File: config.mk
export PLATFORM = sky130hd
export DESIGN_NAME = tmr_scrub_regfile_flat
export DESIGN_NICKNAME = d
export VERILOG_FILES = /design/src/rtl/tmr_scrub_regfile_if.sv /design/src/rtl/tmr_scrub_regfile.sv /design/src/flat_wrapper.sv
export SDC_FILE = /design/constraint.sdc
export NUM_CORES = 2
export LEC_CHECK = 0
export BUFFER_PORTS_ARGS = -buffer_cell sky130_fd_sc_hd__buf_4
export CORE_MARGIN = 5
export CORE_UTILIZATION = 38
export DETAILED_ROUTE_END_ITERATION = 8
export SLEW_MARGIN = 30
export SYNTH_ARGS = -nofsm -noshare
export SYNTH_HDL_FRONTEND = slang
export SYNTH_SLANG_ARGS = --single-unit
File: constraint.sdc
create_clock -name clk_i -period 15.3 [get_ports clk_i]
set_input_delay 4.59 -clock clk_i [delete_from_list [all_inputs] [get_ports clk_i]]
set_output_delay 4.59 -clock clk_i [all_outputs]
set_load 0.05 [all_outputs]
File: src/rtl/tmr_scrub_regfile_if.sv
// Bus bundle for the TMR register file: write, read, scrub control, fault injection, error report.
// The slave modport is the register file; the master modport is whoever drives it.
interface tmr_scrub_regfile_if #(
  parameter int DataWidth = 32,
  parameter int NumWords  = 8,
  parameter int CntWidth  = 16
);
  localparam int AddrW = $clog2(NumWords);

  logic                 wr_valid_i;
  logic                 wr_ready_o;
  logic [AddrW-1:0]     wr_addr_i;
  logic [DataWidth-1:0] wr_data_i;
  logic [AddrW-1:0]     rd_addr_i;
  logic [DataWidth-1:0] rd_data_o;
  logic                 rd_mismatch_o;
  logic                 scrub_en_i;
  logic                 inj_en_i;
  logic [1:0]           inj_copy_i;
  logic [AddrW-1:0]     inj_addr_i;
  logic [DataWidth-1:0] inj_mask_i;
  logic                 err_o;
  logic [2:0]           err_copy_o;
  logic [CntWidth-1:0]  err_cnt_o;

  modport slave (
    input  wr_valid_i, wr_addr_i, wr_data_i, rd_addr_i, scrub_en_i,
           inj_en_i, inj_copy_i, inj_addr_i, inj_mask_i,
    output wr_ready_o, rd_data_o, rd_mismatch_o, err_o, err_copy_o, err_cnt_o
  );

  modport master (
    output wr_valid_i, wr_addr_i, wr_data_i, rd_addr_i, scrub_en_i,
           inj_en_i, inj_copy_i, inj_addr_i, inj_mask_i,
    input  wr_ready_o, rd_data_o, rd_mismatch_o, err_o, err_copy_o, err_cnt_o
  );
endinterface

File: src/rtl/tmr_scrub_regfile.sv
// Triplicated register file with majority-voted reads, a background scrubber that
// repairs divergent copies, and an XOR fault-injection port.
module tmr_scrub_regfile #(
  parameter int DataWidth     = 32,
  parameter int NumWords      = 8,
  parameter int ScrubInterval = 16,
  parameter int CntWidth      = 16
) (
  input  logic              clk_i,
  input  logic              rst_i,
  tmr_scrub_regfile_if.slave bus
);
  localparam int AddrW = $clog2(NumWords);
  localparam int IvlW  = (ScrubInterval > 1) ? $clog2(ScrubInterval) : 1;
  localparam logic [IvlW-1:0]  IvlLast = IvlW'(ScrubInterval - 1);
  localparam logic [AddrW-1:0] PtrLast = AddrW'(NumWords - 1);

  typedef enum logic [1:0] {IDLE, CHECK, FIX} state_e;
  typedef logic [NumWords-1:0][DataWidth-1:0] bank_t;

  function automatic logic [DataWidth-1:0] vote(input logic [DataWidth-1:0] a,
                                                input logic [DataWidth-1:0] b,
                                                input logic [DataWidth-1:0] c);
    return (a & b) | (a & c) | (b & c);
  endfunction

  state_e               r_state, w_state_nxt;
  bank_t                r_mem [3];
  bank_t                w_mem_nxt [3];
  logic [AddrW-1:0]     r_ptr;
  logic [IvlW-1:0]      r_ivl;
  logic                 r_err;
  logic [2:0]           r_err_copy;
  logic [CntWidth-1:0]  r_cnt;
  logic [DataWidth-1:0] r_fix_word;

  logic [DataWidth-1:0] w_rd [3];
  logic [DataWidth-1:0] w_sc [3];
  logic [DataWidth-1:0] w_sc_vote;
  logic [2:0]           w_sc_diff;
  logic                 w_wr_ready, w_wr_fire, w_wr_hit;
  logic                 w_chk_err, w_fix_we, w_ptr_adv;

  always_comb begin
    for (int k = 0; k < 3; k++) begin
      w_rd[k] = r_mem[k][bus.rd_addr_i];
      w_sc[k] = r_mem[k][r_ptr];
    end
  end

  assign w_sc_vote = vote(w_sc[0], w_sc[1], w_sc[2]);
  assign w_sc_diff = {w_sc[2] != w_sc_vote, w_sc[1] != w_sc_vote, w_sc[0] != w_sc_vote};
  assign w_wr_fire = bus.wr_valid_i && w_wr_ready;
  // A write landing on the word under check supersedes the check, so skip it.
  assign w_wr_hit  = bus.wr_valid_i && (bus.wr_addr_i == r_ptr);

  assign bus.rd_data_o     = vote(w_rd[0], w_rd[1], w_rd[2]);
  assign bus.rd_mismatch_o = (w_rd[0] != w_rd[1]) || (w_rd[0] != w_rd[2]);
  assign bus.wr_ready_o    = w_wr_ready;
  assign bus.err_o         = r_err;
  assign bus.err_copy_o    = r_err_copy;
  assign bus.err_cnt_o     = r_cnt;

  always_ff @(posedge clk_i) begin
    if (rst_i) r_state <= IDLE;
    else       r_state <= w_state_nxt;
  end

  always_comb begin
    w_state_nxt = r_state;
    case (r_state)
      IDLE:    if (bus.scrub_en_i && r_ivl == IvlLast) w_state_nxt = CHECK;
      CHECK:   w_state_nxt = w_chk_err ? FIX : IDLE;
      FIX:     w_state_nxt = IDLE;
      default: w_state_nxt = IDLE;
    endcase
  end

  always_comb begin
    w_wr_ready = 1'b1;
    w_chk_err  = 1'b0;
    w_fix_we   = 1'b0;
    w_ptr_adv  = 1'b0;
    case (r_state)
      CHECK: begin
        w_chk_err = (|w_sc_diff) && !w_wr_hit;
        w_ptr_adv = !w_chk_err;
      end
      FIX: begin
        w_wr_ready = 1'b0;
        w_fix_we   = 1'b1;
        w_ptr_adv  = 1'b1;
      end
      default: ;
    endcase
  end

  // Injection is applied last so it lands on top of a write or a FIX writeback.
  always_comb begin
    for (int k = 0; k < 3; k++) begin
      w_mem_nxt[k] = r_mem[k];
      if (w_wr_fire) w_mem_nxt[k][bus.wr_addr_i] = bus.wr_data_i;
      if (w_fix_we)  w_mem_nxt[k][r_ptr] = r_fix_word;
      if (bus.inj_en_i && bus.inj_copy_i == 2'(k))
        w_mem_nxt[k][bus.inj_addr_i] = w_mem_nxt[k][bus.inj_addr_i] ^ bus.inj_mask_i;
    end
  end

  always_ff @(posedge clk_i) begin
    if (rst_i) begin
      for (int k = 0; k < 3; k++) r_mem[k] <= '0;
      r_ptr      <= '0;
      r_ivl      <= '0;
      r_err      <= 1'b0;
      r_err_copy <= '0;
      r_cnt      <= '0;
      r_fix_word <= '0;
    end else begin
      for (int k = 0; k < 3; k++) r_mem[k] <= w_mem_nxt[k];
      if (r_state == IDLE && bus.scrub_en_i && r_ivl != IvlLast) r_ivl <= r_ivl + 1'b1;
      else                                                       r_ivl <= '0;
      if (w_ptr_adv) r_ptr <= (r_ptr == PtrLast) ? '0 : r_ptr + 1'b1;
      r_err <= w_chk_err;
      if (w_chk_err) begin
        r_err_copy <= w_sc_diff;
        r_fix_word <= w_sc_vote;
        if (r_cnt != '1) r_cnt <= r_cnt + 1'b1;
      end
    end
  end
endmodule

File: src/flat_wrapper.sv
// flat-port wrapper written by rule: the top's interface ports become plain ports
module tmr_scrub_regfile_flat 
#(
  parameter int DataWidth     = 32,
  parameter int NumWords      = 8,
  parameter int ScrubInterval = 16,
  parameter int CntWidth      = 16
)
  (clk_i, rst_i, bus_wr_valid_i, bus_wr_addr_i, bus_wr_data_i, bus_rd_addr_i, bus_scrub_en_i, bus_inj_en_i, bus_inj_copy_i, bus_inj_addr_i, bus_inj_mask_i, bus_wr_ready_o, bus_rd_data_o, bus_rd_mismatch_o, bus_err_o, bus_err_copy_o, bus_err_cnt_o);
  tmr_scrub_regfile_if #(.DataWidth(DataWidth), .NumWords(NumWords), .CntWidth(CntWidth)) bus_i ();
  input  logic clk_i;
  input  logic rst_i;
  input wire logic [$bits(bus_i.wr_valid_i)-1:0] bus_wr_valid_i;
  input wire logic [$bits(bus_i.wr_addr_i)-1:0] bus_wr_addr_i;
  input wire logic [$bits(bus_i.wr_data_i)-1:0] bus_wr_data_i;
  input wire logic [$bits(bus_i.rd_addr_i)-1:0] bus_rd_addr_i;
  input wire logic [$bits(bus_i.scrub_en_i)-1:0] bus_scrub_en_i;
  input wire logic [$bits(bus_i.inj_en_i)-1:0] bus_inj_en_i;
  input wire logic [$bits(bus_i.inj_copy_i)-1:0] bus_inj_copy_i;
  input wire logic [$bits(bus_i.inj_addr_i)-1:0] bus_inj_addr_i;
  input wire logic [$bits(bus_i.inj_mask_i)-1:0] bus_inj_mask_i;
  output wire logic [$bits(bus_i.wr_ready_o)-1:0] bus_wr_ready_o;
  output wire logic [$bits(bus_i.rd_data_o)-1:0] bus_rd_data_o;
  output wire logic [$bits(bus_i.rd_mismatch_o)-1:0] bus_rd_mismatch_o;
  output wire logic [$bits(bus_i.err_o)-1:0] bus_err_o;
  output wire logic [$bits(bus_i.err_copy_o)-1:0] bus_err_copy_o;
  output wire logic [$bits(bus_i.err_cnt_o)-1:0] bus_err_cnt_o;
  assign bus_i.wr_valid_i = bus_wr_valid_i;
  assign bus_i.wr_addr_i = bus_wr_addr_i;
  assign bus_i.wr_data_i = bus_wr_data_i;
  assign bus_i.rd_addr_i = bus_rd_addr_i;
  assign bus_i.scrub_en_i = bus_scrub_en_i;
  assign bus_i.inj_en_i = bus_inj_en_i;
  assign bus_i.inj_copy_i = bus_inj_copy_i;
  assign bus_i.inj_addr_i = bus_inj_addr_i;
  assign bus_i.inj_mask_i = bus_inj_mask_i;
  assign bus_wr_ready_o = bus_i.wr_ready_o;
  assign bus_rd_data_o = bus_i.rd_data_o;
  assign bus_rd_mismatch_o = bus_i.rd_mismatch_o;
  assign bus_err_o = bus_i.err_o;
  assign bus_err_copy_o = bus_i.err_copy_o;
  assign bus_err_cnt_o = bus_i.err_cnt_o;
  tmr_scrub_regfile #(.DataWidth(DataWidth), .NumWords(NumWords), .ScrubInterval(ScrubInterval), .CntWidth(CntWidth)) u_core (.clk_i(clk_i), .rst_i(rst_i), .bus(bus_i));
endmodule
==> flow_metrics.py <==
metrics = {
    "worst_setup_path": {
        "ff2ff_setup_slack_ns": 7.93,
        "path_class": "input pin to output pin",
        "r2r-start": "u_core.r_ptr[1]$_SDFFE_PP0P_",
        "path_cells": "buf_8 -> buf_12 -> buf_12 -> mux4_2 -> mux2_2 -> ha_1 -> nor4_1 -> nand4_1 -> or4_1 -> buf_4",
        "crit_top_cell": "buf_12",
        "critPathTopFamily": "simple AND/OR/NAND/NOR gates",
        "critPathRequiredTime_ns": 10.71,
        "cp_slowest_cell": "or4_1",
        "start_kind": "input pin",
        "arrival_ns": 9.20,
        "rr_worst_depth": 14,
        "r2r-end": "u_core.r_fix_word[14]$_SDFFE_PP0P_",
        "critPathBufInv": 4,
        "end_kind": "output pin",
        "slowest_delay_ns": 0.79,
        "critPathMaxFanout": 62,
    },
    "route": {
        "drc": 35,
        "wirelength_um": 320000,
        "avgRoutedWirePerCell_um": 35.9,
        "avgViaCountPerCell": 7.26,
        "drt_iter0_drc": 12500,
        "ant_nets": 0,
        "drt_first_pass_iters": 9,
        "vias": 64700,
    },
    "placement": {
        "pre_cts_slack_ns": 1.61,
        "dpl-instance-area_mm2": 0.0600,
        "placedCellCount": 8716,
        "port_buffers": 133,
        "gp_congestion": 1.03,
        "dp_hpwl_um": 198000,
    },
    "global_routing": {
        "antenna_found_initial": 18,
        "grtUsageTotal_pct": 38.4,
        "grt_pass1_wl_um": 444000,
        "grt_max_degree": 188,
        "grt.overflow.total": 0,
        "grt_pass1_vias": 59900,
    },
    "layout": {
        "register_area_mm2": 0.0166,
        "fill_cells": 15000,
        "drive_gt1_share_pct": 16.4,
        "fin_util_pct": 42.4,
        "multi_input_area_mm2": 0.0385,
        "fin_area_mm2": 0.0636,
        "area_growth_pct": 10.7,
        "layoutNonFillerInstCount": 8914,
        "layout.nets": 6954,
    },
    "logic_synthesis": {
        "synth_top_family_by_area": "compound AO/OA/AOI/OAI gates",
        "synthArstFlopShare_pct": 0,
        "synth_fa_ha_area_share_pct": 1.65,
        "synth_flop_cell": "dfxtp_1",
        "ys_seq_area_share_pct": 28.9,
        "synth-edff-count": 0,
        "muxShareOfSynthArea_pct": 20.7,
        "synth_nets": 7265,
        "synth_xor_area_share_pct": 1.54,
        "ys_types": 72,
        "ys_seq_elements": 829,
        "syn_inst": 7114,
        "avgSynthCellArea_um2": 8.08,
        "synth_area_mm2": 0.0575,
        "synth-simple-area-share_pct": 15.8,
        "yosys_warnings": 0,
        "synth_compound_area_share_pct": 26.4,
    },
    "status": {
        "status": "complete, but fails checks",
        "failed_checks": "DRC",
    },
    "clock_tree": {
        "clk_pin_slew_ns": 0.06,
        "cts_tree": "built",
        "numCtsBuffers": 99,
        "cts_hold_buf": 0,
        "clock-root-buffer": "clkbuf_16",
        "htreeDepth": 3,
        "ctsResizeCount": 0,
        "cts_sinks": 829,
        "insertion_delay_ns": 0.76,
        "clockBufferDepth": 3,
        "cts_setup_buffers": 0,
    },
    "sta": {
        "rsz0062_at_grt": "no",
        "layout_setup_ws_ns": 1.51,
        "fin_skew_ns": 0.0458,
        "min_period_over_period_pct": 90.1,
        "period_minus_slack_ns": 13.79,
        "setup_viol": 0,
        "report.final.slew_viol_count": 0,
        "timing.fmax_ghz": 0.0725,
        "final_hold_viol_count": 0,
        "tns_ns": 0,
        "hold_ws_ns": 0.443,
        "slew_headroom_pct": 23.5,
        "worstMarginPinSlew_ns": 1.14,
    },
    "die": {
        "std_cell_rows": 142,
        "start_util_pct": 38.3,
        "core_area_mm2": 0.150,
        "die_h_um": 399,
        "pin_count": 134,
        "die_x_um": 399,
        "die_area_mm2": 0.159,
    },
    "hold_path": {
        "hold_path_class": "register to register",
        "hold_end": "u_core.r_ivl[0]$_SDFF_PP0_",
        "hold_path.startpoint": "u_core.r_ivl[0]$_SDFF_PP0_",
        "hold_depth": 1,
    },
    "job": {
        "cap_viol_max_count": 0,
    },
    "power": {
        "irDropWorstVdd_mv": 0.0956,
        "power.total_mw": 5.91,
        "p_per_area_mw_per_mm2": 93.0,
        "p_leak_nw": 22.2,
    },
}
-- layer usage --
| layer | global-route usage [%] | vias to the layer above | wire length [um] |
|---|---|---|---|
| met3 | 15.9 | 1891 | 53000 |
| met5 | 0 | - | 99 |
| li1 | - | 26000 | - |
| met1 | 47.0 | 30500 | 110000 |
| met2 | 53.6 | 6374 | 126000 |
| met4 | 28.7 | 14 | 30800 |
-- layout by cell type, fill, tap and decap left out, types with 46 or more instances in the layout --
cell / Yosys / layout
a211oi_1: 653 / 653
a21oi_1: 1160 / 1160
buf_4: 8 / 244
clkbuf_16: 0 / 103
dfxtp_1: 829 / 826
ha_1: 71 / 71
mux2_2: 209 / 209
mux2i_1: 163 / 160
mux4_2: 340 / 340
nand2_1: 824 / 812
nor2_1: 1032 / 1001
nor3_1: 54 / 46
nor4_1: 91 / 89
o21ai_0: 150 / 150
o22ai_1: 369 / 369
xnor2_1: 86 / 86
-- cell type report --
class	instances	share of cell area, %
well taps	2016	3.97
repair buffers	273	3.69
flip-flops and latches	829	26.1
multi-input cells	5587	60.5
diodes	13	0.0511
clock inverters	43	0.989
inverters	13	0.0787
clock buffers	140	4.58
-- worst max path at each step --
stage | startpoint | endpoint | cells after the start
3_3_place_gp | bus_rd_addr_i[0] | bus_rd_mismatch_o | 10
4_1_cts | bus_rd_addr_i[0] | bus_rd_mismatch_o | 10
6_report | bus_rd_addr_i[0] | bus_rd_mismatch_o | 10
2_1_floorplan | bus_rd_addr_i[0] | bus_rd_mismatch_o | 10
5_1_grt | bus_rd_addr_i[0] | bus_rd_mismatch_o | 10
3_5_place_dp | bus_rd_addr_i[0] | bus_rd_mismatch_o | 10
-- power breakdown --
group,internal [mW],total (mW),switching (mW)
clock,1.55,2.64,1.10
combinational,0.320,0.977,0.657
sequential,2.22,2.29,0.0687
-- synth_stat cells (15+ instances only) --
| master | n | area (um^2) |
|---|---|---|
| nor4_1 | 91 | 569 |
| buf_1 | 70 | 263 |
| nor3_1 | 54 | 270 |
| clkbuf_2 | 32 | 160 |
| o22ai_1 | 369 | 2310 |
| nor2_1 | 1032 | 3870 |
| nand4_1 | 24 | 150 |
| nand2b_1 | 36 | 225 |
| mux2_2 | 209 | 2350 |
| ha_1 | 71 | 888 |
| dfxtp_1 | 829 | 16600 |
| nor2b_1 | 23 | 144 |
| nand2_1 | 824 | 3090 |
| mux2i_1 | 163 | 1630 |
| mux4_2 | 340 | 7660 |
| o221ai_1 | 19 | 166 |
| buf_6 | 18 | 203 |
| a21oi_1 | 1160 | 5810 |
| a211o_1 | 34 | 298 |
| a211oi_1 | 653 | 4900 |
| xor2_1 | 15 | 131 |
| or3_1 | 23 | 144 |
| buf_2 | 40 | 200 |
| xnor2_1 | 86 | 753 |
| clkbuf_1 | 517 | 1940 |
| nand3_1 | 21 | 105 |
| o21ai_0 | 150 | 751 |
-- registers in the layout, indices dropped and copies added, names as in the netlist --
register / cells
u_core.r_fix_word: 32
u_core.r_state: 2
u_core.bus.err_o: 1
u_core.r_mem: 768
u_core.r_ivl: 4
u_core.bus.err_cnt_o: 16
u_core.r_ptr: 3
u_core.bus.err_copy_o: 3
-- cells by family after synthesis --
group           Yosys count
compound gates         2483
xor+xnor                101
fa+ha+maj                77
buf+inv                 698
flops                   829
mux                     730
simple gates           2196
No activity file was read; power rests on OpenSTA's default activity.
